--- config.mk ---
export PLATFORM = sky130hd
export DESIGN_NAME = pipe_stall_ctrl_flat
export DESIGN_NICKNAME = d
export VERILOG_FILES = /design/src/rtl/pipe_stall_ctrl_if.sv /design/src/rtl/pipe_stall_ctrl.sv /design/src/flat_wrapper.sv
export SDC_FILE = /design/constraint.sdc
export NUM_CORES = 1
export LEC_CHECK = 0
export BUFFER_PORTS_ARGS = -buffer_cell sky130_fd_sc_hd__buf_2
export CAP_MARGIN = 20
export CELL_PAD_IN_SITES_DETAIL_PLACEMENT = 1
export CELL_PAD_IN_SITES_GLOBAL_PLACEMENT = 1
export CORE_AREA = 2 2 131 95
export CTS_BUF_LIST = sky130_fd_sc_hd__clkbuf_8 sky130_fd_sc_hd__clkbuf_16
export CTS_CLUSTER_SIZE = 28
export DETAILED_ROUTE_END_ITERATION = 16
export DIE_AREA = 0 0 133 97
export PLACE_DENSITY = 0.71
export SYNTH_ARGS = -nofsm -noshare
export SYNTH_HDL_FRONTEND = slang
export SYNTH_SLANG_ARGS = --single-unit
--- constraint.sdc ---
create_clock -name clk_i -period 2.75 [get_ports clk_i]
set_input_delay 0.825 -clock clk_i [delete_from_list [all_inputs] [get_ports clk_i]]
set_output_delay 0.825 -clock clk_i [all_outputs]
set_load 0.01 [all_outputs]
--- src/rtl/pipe_stall_ctrl_if.sv ---
// Pipeline <-> stall controller bundle: stall requests and exception commit in,
// per-stage stall vector, flush redirect and perf/watchdog status out.
interface pipe_stall_ctrl_if;
    logic        stallreq_id_i;
    logic        stallreq_ex_i;
    logic        stallreq_mem_i;
    logic        excp_valid_i;
    logic [31:0] excp_pc_i;
    logic        perf_clr_i;
    logic [5:0]  stall_o;
    logic        flush_o;
    logic [31:0] new_pc_o;
    logic [31:0] stall_cycles_o;
    logic        wdt_timeout_o;

    modport master (
        output stallreq_id_i, stallreq_ex_i, stallreq_mem_i,
        output excp_valid_i, excp_pc_i, perf_clr_i,
        input  stall_o, flush_o, new_pc_o, stall_cycles_o, wdt_timeout_o
    );

    modport slave (
        input  stallreq_id_i, stallreq_ex_i, stallreq_mem_i,
        input  excp_valid_i, excp_pc_i, perf_clr_i,
        output stall_o, flush_o, new_pc_o, stall_cycles_o, wdt_timeout_o
    );
endinterface

--- src/rtl/pipe_stall_ctrl.sv ---
// Central 5-stage pipeline control: prioritised stall vector, timed exception
// flush sequencer, saturating stall-cycle counter and stuck-stall watchdog.
module pipe_stall_ctrl #(
    parameter int unsigned FLUSH_CYCLES = 1,
    parameter int unsigned WDT_LIMIT    = 1023
) (
    input  logic              clk_i,
    input  logic              rst_i,
    pipe_stall_ctrl_if.slave  bus
);
    localparam logic [2:0]  FCNT_INIT = 3'(FLUSH_CYCLES - 1);
    localparam logic [15:0] WDT_LIM   = 16'(WDT_LIMIT);

    typedef enum logic {IDLE, FLUSH} state_t;

    state_t      state_q, state_d;
    logic [2:0]  fcnt_q, fcnt_d;
    logic        flush_q, flush_d;
    logic [31:0] new_pc_q, new_pc_d;
    logic [31:0] perf_q, perf_d;
    logic [15:0] run_q, run_d;
    logic        wdt_q, wdt_d;
    logic [5:0]  stall;
    logic        stall_any;

    // Exceptions and an active flush override every stall source.
    always_comb begin
        stall = 6'b000000;
        if (rst_i || state_q == FLUSH || bus.excp_valid_i) stall = 6'b000000;
        else if (bus.stallreq_mem_i)                       stall = 6'b011111;
        else if (bus.stallreq_ex_i)                        stall = 6'b001111;
        else if (bus.stallreq_id_i)                        stall = 6'b000111;
    end
    assign stall_any = |stall;

    always_comb begin
        state_d  = state_q;
        fcnt_d   = fcnt_q;
        flush_d  = flush_q;
        new_pc_d = new_pc_q;
        case (state_q)
            IDLE: if (bus.excp_valid_i) begin
                state_d  = FLUSH;
                flush_d  = 1'b1;
                new_pc_d = bus.excp_pc_i;
                fcnt_d   = FCNT_INIT;
            end
            FLUSH: if (fcnt_q == 3'd0) begin
                state_d = IDLE;
                flush_d = 1'b0;
            end else begin
                fcnt_d = fcnt_q - 3'd1;
            end
            default: state_d = IDLE;
        endcase
    end

    always_comb begin
        perf_d = perf_q;
        run_d  = run_q;
        wdt_d  = wdt_q;
        if (bus.perf_clr_i) begin
            perf_d = '0;
            run_d  = '0;
            wdt_d  = 1'b0;
        end else if (stall_any) begin
            if (perf_q != 32'hFFFF_FFFF) perf_d = perf_q + 32'd1;
            if (run_q != WDT_LIM)        run_d  = run_q + 16'd1;
            if (run_d == WDT_LIM)        wdt_d  = 1'b1;
        end else begin
            run_d = '0;
        end
    end

    always_ff @(posedge clk_i) begin
        if (rst_i) begin
            state_q  <= IDLE;
            fcnt_q   <= '0;
            flush_q  <= 1'b0;
            new_pc_q <= '0;
            perf_q   <= '0;
            run_q    <= '0;
            wdt_q    <= 1'b0;
        end else begin
            state_q  <= state_d;
            fcnt_q   <= fcnt_d;
            flush_q  <= flush_d;
            new_pc_q <= new_pc_d;
            perf_q   <= perf_d;
            run_q    <= run_d;
            wdt_q    <= wdt_d;
        end
    end

    assign bus.stall_o        = stall;
    assign bus.flush_o        = flush_q;
    assign bus.new_pc_o       = new_pc_q;
    assign bus.stall_cycles_o = perf_q;
    assign bus.wdt_timeout_o  = wdt_q;
endmodule
--- src/flat_wrapper.sv ---
// flat-port wrapper written by rule: the top's interface ports become plain ports
module pipe_stall_ctrl_flat 
#(
    parameter int unsigned FLUSH_CYCLES = 1,
    parameter int unsigned WDT_LIMIT    = 1023
)
  (clk_i, rst_i, bus_stallreq_id_i, bus_stallreq_ex_i, bus_stallreq_mem_i, bus_excp_valid_i, bus_excp_pc_i, bus_perf_clr_i, bus_stall_o, bus_flush_o, bus_new_pc_o, bus_stall_cycles_o, bus_wdt_timeout_o);
  pipe_stall_ctrl_if bus_i ();
  input  logic clk_i;
  input  logic rst_i;
  input wire logic [$bits(bus_i.stallreq_id_i)-1:0] bus_stallreq_id_i;
  input wire logic [$bits(bus_i.stallreq_ex_i)-1:0] bus_stallreq_ex_i;
  input wire logic [$bits(bus_i.stallreq_mem_i)-1:0] bus_stallreq_mem_i;
  input wire logic [$bits(bus_i.excp_valid_i)-1:0] bus_excp_valid_i;
  input wire logic [$bits(bus_i.excp_pc_i)-1:0] bus_excp_pc_i;
  input wire logic [$bits(bus_i.perf_clr_i)-1:0] bus_perf_clr_i;
  output wire logic [$bits(bus_i.stall_o)-1:0] bus_stall_o;
  output wire logic [$bits(bus_i.flush_o)-1:0] bus_flush_o;
  output wire logic [$bits(bus_i.new_pc_o)-1:0] bus_new_pc_o;
  output wire logic [$bits(bus_i.stall_cycles_o)-1:0] bus_stall_cycles_o;
  output wire logic [$bits(bus_i.wdt_timeout_o)-1:0] bus_wdt_timeout_o;
  assign bus_i.stallreq_id_i = bus_stallreq_id_i;
  assign bus_i.stallreq_ex_i = bus_stallreq_ex_i;
  assign bus_i.stallreq_mem_i = bus_stallreq_mem_i;
  assign bus_i.excp_valid_i = bus_excp_valid_i;
  assign bus_i.excp_pc_i = bus_excp_pc_i;
  assign bus_i.perf_clr_i = bus_perf_clr_i;
  assign bus_stall_o = bus_i.stall_o;
  assign bus_flush_o = bus_i.flush_o;
  assign bus_new_pc_o = bus_i.new_pc_o;
  assign bus_stall_cycles_o = bus_i.stall_cycles_o;
  assign bus_wdt_timeout_o = bus_i.wdt_timeout_o;
  pipe_stall_ctrl #(.FLUSH_CYCLES(FLUSH_CYCLES), .WDT_LIMIT(WDT_LIMIT)) u_core (.clk_i(clk_i), .rst_i(rst_i), .bus(bus_i));
endmodule
Word level (Yosys, flattened, before mapping)

Cells that the tools add are included.

Bits in registers: 86
Bits of input ports: 39
Output and inout port bits: 72
Logic and storage cells: 45

$add $sub $neg: 3
Equality and inequality tests: 6
Multiplexer cells: 16
Bitwise operators: 2
Reduce and logical (&&, ||, !) cells: 11

Operator list:

| cell                                                                    | count |
|---|---|
| 16-bit 2-to-1 mux                                                       | 3 |
| 32-bit by 1-bit adder with 32-bit output, second input constant         | 1 |
| 32-bit != test, second input constant                                   | 1 |
| 6-bit 2-to-1 mux                                                        | 3 |
| 16-bit by 1-bit adder with 16-bit output, second input constant         | 1 |
| 16-bit by 10-bit equality test with 1-bit output, second input constant | 1 |
| 16-bit by 10-bit != test with 1-bit output, second input constant       | 1 |
| 2-bit AND reduction                                                     | 5 |
| 3-bit 2-to-1 mux                                                        | 3 |
| 2-bit != test, second input constant                                    | 3 |
| 3-bit one-hot mux with 2 select lines                                   | 1 |
| 6-bit OR reduction                                                      | 1 |
| 1-bit 2-to-1 mux                                                        | 4 |
| 1-bit one-hot mux with 2 select lines                                   | 2 |
| 3-bit zero test                                                         | 1 |
| 3-bit OR reduction                                                      | 1 |
| 3-bit by 1-bit subtractor with 3-bit output, second input constant      | 1 |
| 1-bit logical OR                                                        | 2 |
| 1-bit inverter                                                          | 2 |
| 2-bit OR reduction                                                      | 1 |

Depth between registers and ports, before layout

Gate-level depths: netlist of the first run.

Depth in word-level cells: 9
Mapped depth: 9
Gate-level depth less buffers: 7

Worst setup path before layout of the first run

OpenSTA, ideal clock, no wires.

Path type: input port to flip-flop
Start: input rst_i
End: register u_core.perf_q[31], in the netlist u_core.bus.stall_cycles_o[31]
Setup time: 0.128 ns
Arrival: 2.530 ns
Required time: 2.622 ns
Path slack: 0.093 ns
Stages on the path: 6
Buffers on the path: 0
Cell sequence: or3_4 -> or4_1 -> a211o_1 -> nor4_1 -> xnor2_1 -> nor2_1

Cells in the longest elaborated chain, start to end: 5
Elaborated cells between the ends (all ways): 6
Classes of those cells: mux (1); reduce/logical (5)

Ends and longest elaborated chain:

| item                          | RTL line              | source |
|---|---|---|
| start, declared               | flat_wrapper.sv:10    | `input logic rst_i;` |
| 1-bit logical OR (2 in a row) | pipe_stall_ctrl.sv:29 | `if (rst_i \|\| state_q == FLUSH \|\| bus.excp_valid_i) stall = 6'b000000;` |
| 6-bit 2-to-1 mux              | pipe_stall_ctrl.sv:29 |  |
| 6-bit OR reduction            | pipe_stall_ctrl.sv:34 | `assign stall_any = \|stall;` |
| 2-bit AND reduction (no line) | -                     |  |
| end signal, assigned          | pipe_stall_ctrl.sv:89 | `perf_q <= perf_d;` |
| end, declared                 | pipe_stall_ctrl.sv:20 | `logic [31:0] perf_q, perf_d;` |

Parallel ways exist; a longest one is shown, timed or not.
A chain may end at the register's enable or synchronous reset.

Final worst setup path of the first run

Start: input rst_i
End: output bus_stall_o[0]

Cells in the longest elaborated chain, start to end: 3

Ends and longest elaborated chain:

| item                          | RTL line              | source |
|---|---|---|
| 1-bit logical OR (2 in a row) | pipe_stall_ctrl.sv:29 |  |
| 6-bit 2-to-1 mux              | pipe_stall_ctrl.sv:29 |  |
| end, declared                 | flat_wrapper.sv:17    | `output wire logic [$bits(bus_i.stall_o)-1:0] bus_stall_o;` |

No other way between the ends.

==> qor.yml, run 1 <==
ir_drop_mv: 0.282
drtPass1Iterations: 4
period_needed_ps: 2690
fin_setup_tns_ps: 0
diodes: 0
htree_levels: 3
synth_top_area_share_pct: 44.6
synthTopCellsByArea: "dfxtp_1 (45%), nand2_1 (8.7%), a21oi_1 (6.2%)"
syn_area_per_cell_um2: 8.02
path_cells: "buf_2, or3_4, buf_4, nor2_1, buf_4, buf_2"
yosys_most_used_dff: "dfxtp_1"
cts_tree: "yes"
drv_cap: 0
cpPeakStageDelay_ps: 400
post_cts_buffers: 0
yosysWarnings: 0
r2r_start: "u_core.state_q"
cp_slowest_cell: "or3_4"
gp_congestion: 0.796
hold_depth: 2
ios: 111
rrSetupSlack_ps: 320
required_ps: 1930
cp_max_fo: 4
slew_violations: 0
skew_ps: 7.62
worst-setup-path-type: "in2out"
grtUsageTotal_pct: 18.2
vias: 3715
cts_inserted_buffers: 9
clk_pin_slew_ps: 60
die_h_um: 97
first_global_vias: 3709
hpwl_um: 8530
critPathArrivalTime_ps: 1860
die-area_um2: 12900
ys_seq_elements: 86
post_cts_resized: 0
final_cells: 751
hold_buffers: 0
fin_nets: 632
setup_violations: 0
whs_ps: 453
wl_per_cell_um: 15.2
hp-start: "u_core.bus.new_pc_o[4]"
synth_area_leader_cell: "dfxtp_1"
synth.yosys.seq_area_share_pct: 44.6
antenna_found_initial: 0
end_kind: "output pin"
via_per_inst: 4.95
rsz0062_at_grt: "no"
fin_total_pwr_mw: 2.71
drc_errors: 0
async_flop_share_pct: 0
final_hold_viol_count: 0
status: "complete, no violations"
io_buffers: 109
grt-ovfl-total: 0
cp-start-kind: "input pin"
synth_cell_types: 47
hp-class: "reg2reg"
area_growth_pct: 27.2
start_util_pct: 33.5
synth_fp_nets: 524
drtIter0Drc: 186
clock_sinks: 86
multi_input_area_um2: 1970
syn_inst: 481
drive_gt1_share_pct: 24.9
cellPowerDensity_nw_per_um2: 554
cts_root_buf: "clkbuf_16"
fin_crit_sh_pct: 97.7
synthesis.area_um2: 3860
ff_latch_area_um2: 1720
min_to: "u_core.bus.new_pc_o[4]"
antenna_left: 0
core_um2: 11500
grt_pass1_wl_um: 19000
reg2reg_depth: 6
synth-edff-count: 0
row_count: 33
cts_buffer_depth: 2
p_leak_nw: 1.97
fillers: 1431
clk_latency_ps: 340
grt_max_degree: 40
r2r_end: "u_core.bus.stall_cycles_o[25]"
wl_um: 11400
die_w_um: 133
dp_cells: 735
max_freq_ghz: 0.372
cells in the mapped netlist, types with 2 or more instances:
cell type   n
and4_1      9
or3_1       6
a31oi_1     4
buf_4       3
dfxtp_1    86
inv_1      10
nand4_1    14
xor2_1     17
xnor2_1    20
o211ai_1    3
and3_1      6
ha_1        4
nand2_1    89
clkbuf_1   22
mux2i_1     2
buf_1       3
nor2_1     60
o21ai_0    12
a21oi_1    48
nor3_1     10
nand3_1    14
or4_1       5
nand2b_1    3
a211oi_1    3
nor4_1      5
nand3b_1    2
layer usage:
layer	routed length (µm)	part of all wire (%)	GRT usage, %
met1	5130	45	23.1
met3	446	3.9	4.51
met4	196	1.7	5.29
met5	0	0	0
met2	5640	49	30.5
report_power, final:
part | switching [mW] | internal (mW) | total, mW
Combinational | 0.116 | 0.0775 | 0.194
Sequential | 0.0200 | 1.28 | 1.30
Clock | 0.516 | 0.707 | 1.22
through the flow:
stage	setup WS, ps	cell area, µm²	util [%]
finish	64.4	4900	42.6
global placement	-125	4600	40.0
detailed placement	-164	4600	40.0
global route	6.55	4900	42.6
CTS	53.3	4900	42.6
floorplan	92.6	3860	-
logic make-up after synthesis:
logic type,share of synthesized area (%)
AOI/OAI and AO/OA,12.0
xor gates and xnor gates,8.40
adders and majority gates,1.30
buffers and inverters,4.41
DFF,44.6
muxes,0.519
other,0.0972
and+or+nand+nor,28.6
cells in the final DEF, fill, tap and decap left out, types with 2 or more instances in the layout:
master,n
nand3b_1,2
ha_1,4
nand2b_1,3
xnor2_1,20
nor3_1,10
and3_1,6
and4_1,9
mux2i_1,2
or3_1,6
nand2_1,89
xor2_1,17
nor4_1,5
clkbuf_16,9
dfxtp_1,86
a31oi_1,4
buf_2,109
clkinvlp_4,2
clkinv_4,2
a21oi_1,48
nand4_1,14
nand3_1,14
o21ai_0,12
nor2_1,60
a211oi_1,3
inv_1,11
o211ai_1,3
or4_1,5
buf_4,18
state kept, by name (all words and copies together), names as in the netlist:
register and flops:
u_core.bus.new_pc_o 32, u_core.bus.stall_cycles_o 32, u_core.run_q 16, u_core.fcnt_q 3, u_core.bus.flush_o 1, u_core.bus.wdt_timeout_o 1, u_core.state_q 1
layout make-up:
class	instances	share of cell area [%]
Timing Repair Buffer	127	13.9
Inverter	10	0.766
Sequential cell	86	35.1
Multi-Input combinational cell	355	40.1
Tap cell	157	4.01
Clock buffer	9	4.59
Clock inverter	7	1.53
critical path: cells and delay by family:
kind | cells | cell delay [ps]
buf+inv | 4 | 550
simple gates | 2 | 490
worst max path at each step:
stage,start,slack [ps],cells after the start,endpoint
after floorplan,rst_i,90,6,u_core.bus.stall_cycles_o[31]
after global placement,rst_i,-120,7,u_core.bus.stall_cycles_o[31]
after detailed placement,rst_i,-160,7,u_core.bus.stall_cycles_o[31]
after CTS,rst_i,50,6,bus_stall_o[0]
after global routing,rst_i,7,6,bus_stall_o[0]
final,rst_i,60,6,bus_stall_o[0]
Note: power is estimated with default switching activity, not from simulation.
==> inputs of run 2 (changes only) <==
--- a/config.mk
+++ b/config.mk
@@ -7,14 +7,14 @@
 export LEC_CHECK = 0
 export BUFFER_PORTS_ARGS = -buffer_cell sky130_fd_sc_hd__buf_2
 export CAP_MARGIN = 20
-export CELL_PAD_IN_SITES_DETAIL_PLACEMENT = 1
-export CELL_PAD_IN_SITES_GLOBAL_PLACEMENT = 1
-export CORE_AREA = 2 2 131 95
+export CELL_PAD_IN_SITES_DETAIL_PLACEMENT = 0
+export CELL_PAD_IN_SITES_GLOBAL_PLACEMENT = 2
+export CORE_AREA = 2 2 149 107
 export CTS_BUF_LIST = sky130_fd_sc_hd__clkbuf_8 sky130_fd_sc_hd__clkbuf_16
 export CTS_CLUSTER_SIZE = 28
 export DETAILED_ROUTE_END_ITERATION = 16
-export DIE_AREA = 0 0 133 97
-export PLACE_DENSITY = 0.71
+export DIE_AREA = 0 0 151 109
+export PLACE_DENSITY = 0.7
 export SYNTH_ARGS = -nofsm -noshare
 export SYNTH_HDL_FRONTEND = slang
 export SYNTH_SLANG_ARGS = --single-unit
==> qor.yml, run 2 (synthesized netlist as in run 1, its figures left out) <==
status: "complete, no violations"
cp-start-kind: "input pin"
cts_inserted_buffers: 9
fin_crit_sh_pct: 97.1
skew_ps: 5.23
drv_cap: 0
critPathArrivalTime_ps: 1840
start_util_pct: 25.5
hpwl_um: 7810
first_global_vias: 3266
maxSlewHeadroom_pct: 65.9
antenna_left: 0
area_growth_pct: 29.5
tightest_slew_ps: 509
cts_root_buf: "clkbuf_16"
layout_commonest_cell: "buf_2"
wl_um: 10600
grtUsageTotal_pct: 12.9
grt-ovfl-total: 0
slew_violations: 0
p_leak_nw: 2.00
row_count: 38
setup_violations: 0
fillers: 1640
r2r_end: "u_core.bus.wdt_timeout_o"
grt_max_degree: 40
ff_latch_area_um2: 1720
whs_ps: 451
period_needed_ps: 2670
hold_depth: 2
antenna_found_initial: 0
post_cts_buffers: 0
clk_latency_ps: 340
endpoint: "bus_stall_o[2]"
rsz0062_at_grt: "no"
ios: 111
core_um2: 15100
end_kind: "output pin"
ir_drop_mv: 0.234
drc_errors: 0
diodes: 0
drtIter0Drc: 161
worst-setup-path-type: "in2out"
die-area_um2: 16500
cts_tree: "yes"
startpoint: "rst_i"
io_buffers: 109
dp_cells: 781
die_h_um: 109
final_cell_mix: "buf_2 (109), nand2_1 (89), dfxtp_1 (86), nor2_1 (60), a21oi_1 (48)"
r2r_start: "u_core.run_q[0]"
die_w_um: 151
vias: 3598
gp_congestion: 0.774
final_cells: 796
wl_per_cell_um: 13.3
clk_pin_slew_ps: 60
drtPass1Iterations: 6
hp-class: "reg2reg"
drive_gt1_share_pct: 25.2
grt_pass1_wl_um: 16900
max_freq_ghz: 0.375
hold_buffers: 0
clock_sinks: 86
htree_levels: 3
cp_max_fo: 4
multi_input_area_um2: 1970
required_ps: 1930
fin_nets: 635
rrSetupSlack_ps: 320
post_cts_resized: 0
via_per_inst: 4.52
final_hold_viol_count: 0
reg2reg_depth: 7
cellPowerDensity_nw_per_um2: 560
cts_buffer_depth: 2
## run 2: cell types whose count changed in the layout (fill, tap and decap cells not counted), sizes merged
| cell | previous run | this run |
|---|---|---|
| bufinv | 1 | 2 |
| clkinv | 2 | 0 |
| buf | 127 | 130 |
## run 2: through the flow
| stage | area [µm²] | setup WS, ps | power (mW) | setup TNS [ps] | util [%] |
|---|---|---|---|---|---|
| final | 4990 | 80.1 | 2.80 | 0 | 33.0 |
| after CTS | 4990 | 64.0 | 2.85 | 0 | 33.0 |
| after detailed placement | 4680 | -177 | 1.53 | -1010 | 31.0 |
| after global placement | 4680 | -183 | 1.52 | -618 | 31.0 |
| after global routing | 4990 | 7.41 | 2.92 | 0 | 33.0 |
| after floorplan | 3860 | 92.6 | 1.43 | 0 | - |
## run 2: worst min-delay path by stage
stage | startpoint | to | slack, ps
after CTS | u_core.bus.new_pc_o[7] | u_core.bus.new_pc_o[7] | 460
after global routing | u_core.bus.new_pc_o[15] | u_core.bus.new_pc_o[15] | 470
final | u_core.bus.new_pc_o[7] | u_core.bus.new_pc_o[7] | 450
after detailed placement | u_core.bus.new_pc_o[20] | u_core.bus.new_pc_o[20] | 450
after global placement | u_core.bus.new_pc_o[25] | u_core.bus.new_pc_o[25] | 440
after floorplan | u_core.fcnt_q[1] | u_core.fcnt_q[1] | 450
## run 2: per-layer routing
layer / vias up / share of wire [%] / track usage [%]
met4: 0 / 1.2 / 3.81
met1: 1676 / 49 / 18.0
met5: - / 0 / 0
met2: 48 / 46 / 19.7
li1: 1864 / - / -
met3: 10 / 3.9 / 3.31
## run 2: area by class of cell
cell class	instances	area share, %
clock buffers	9	4.51
clock inverters	6	1.75
inverters	10	0.752
multi-input cells	355	39.4
flip-flops and latches	86	34.5
well taps	200	5.01
repair buffers	130	14.1
## run 2: power breakdown
group | switching (mW) | internal [mW]
combinational | 0.118 | 0.0811
clock | 0.511 | 0.791
sequential | 0.0169 | 1.28
## run 2: worst max-delay path, cell delays in order
cell and delay (ps):
buf_2 110, or3_4 390, buf_4 160, nor2_1 100
buf_4 140, buf_2 130
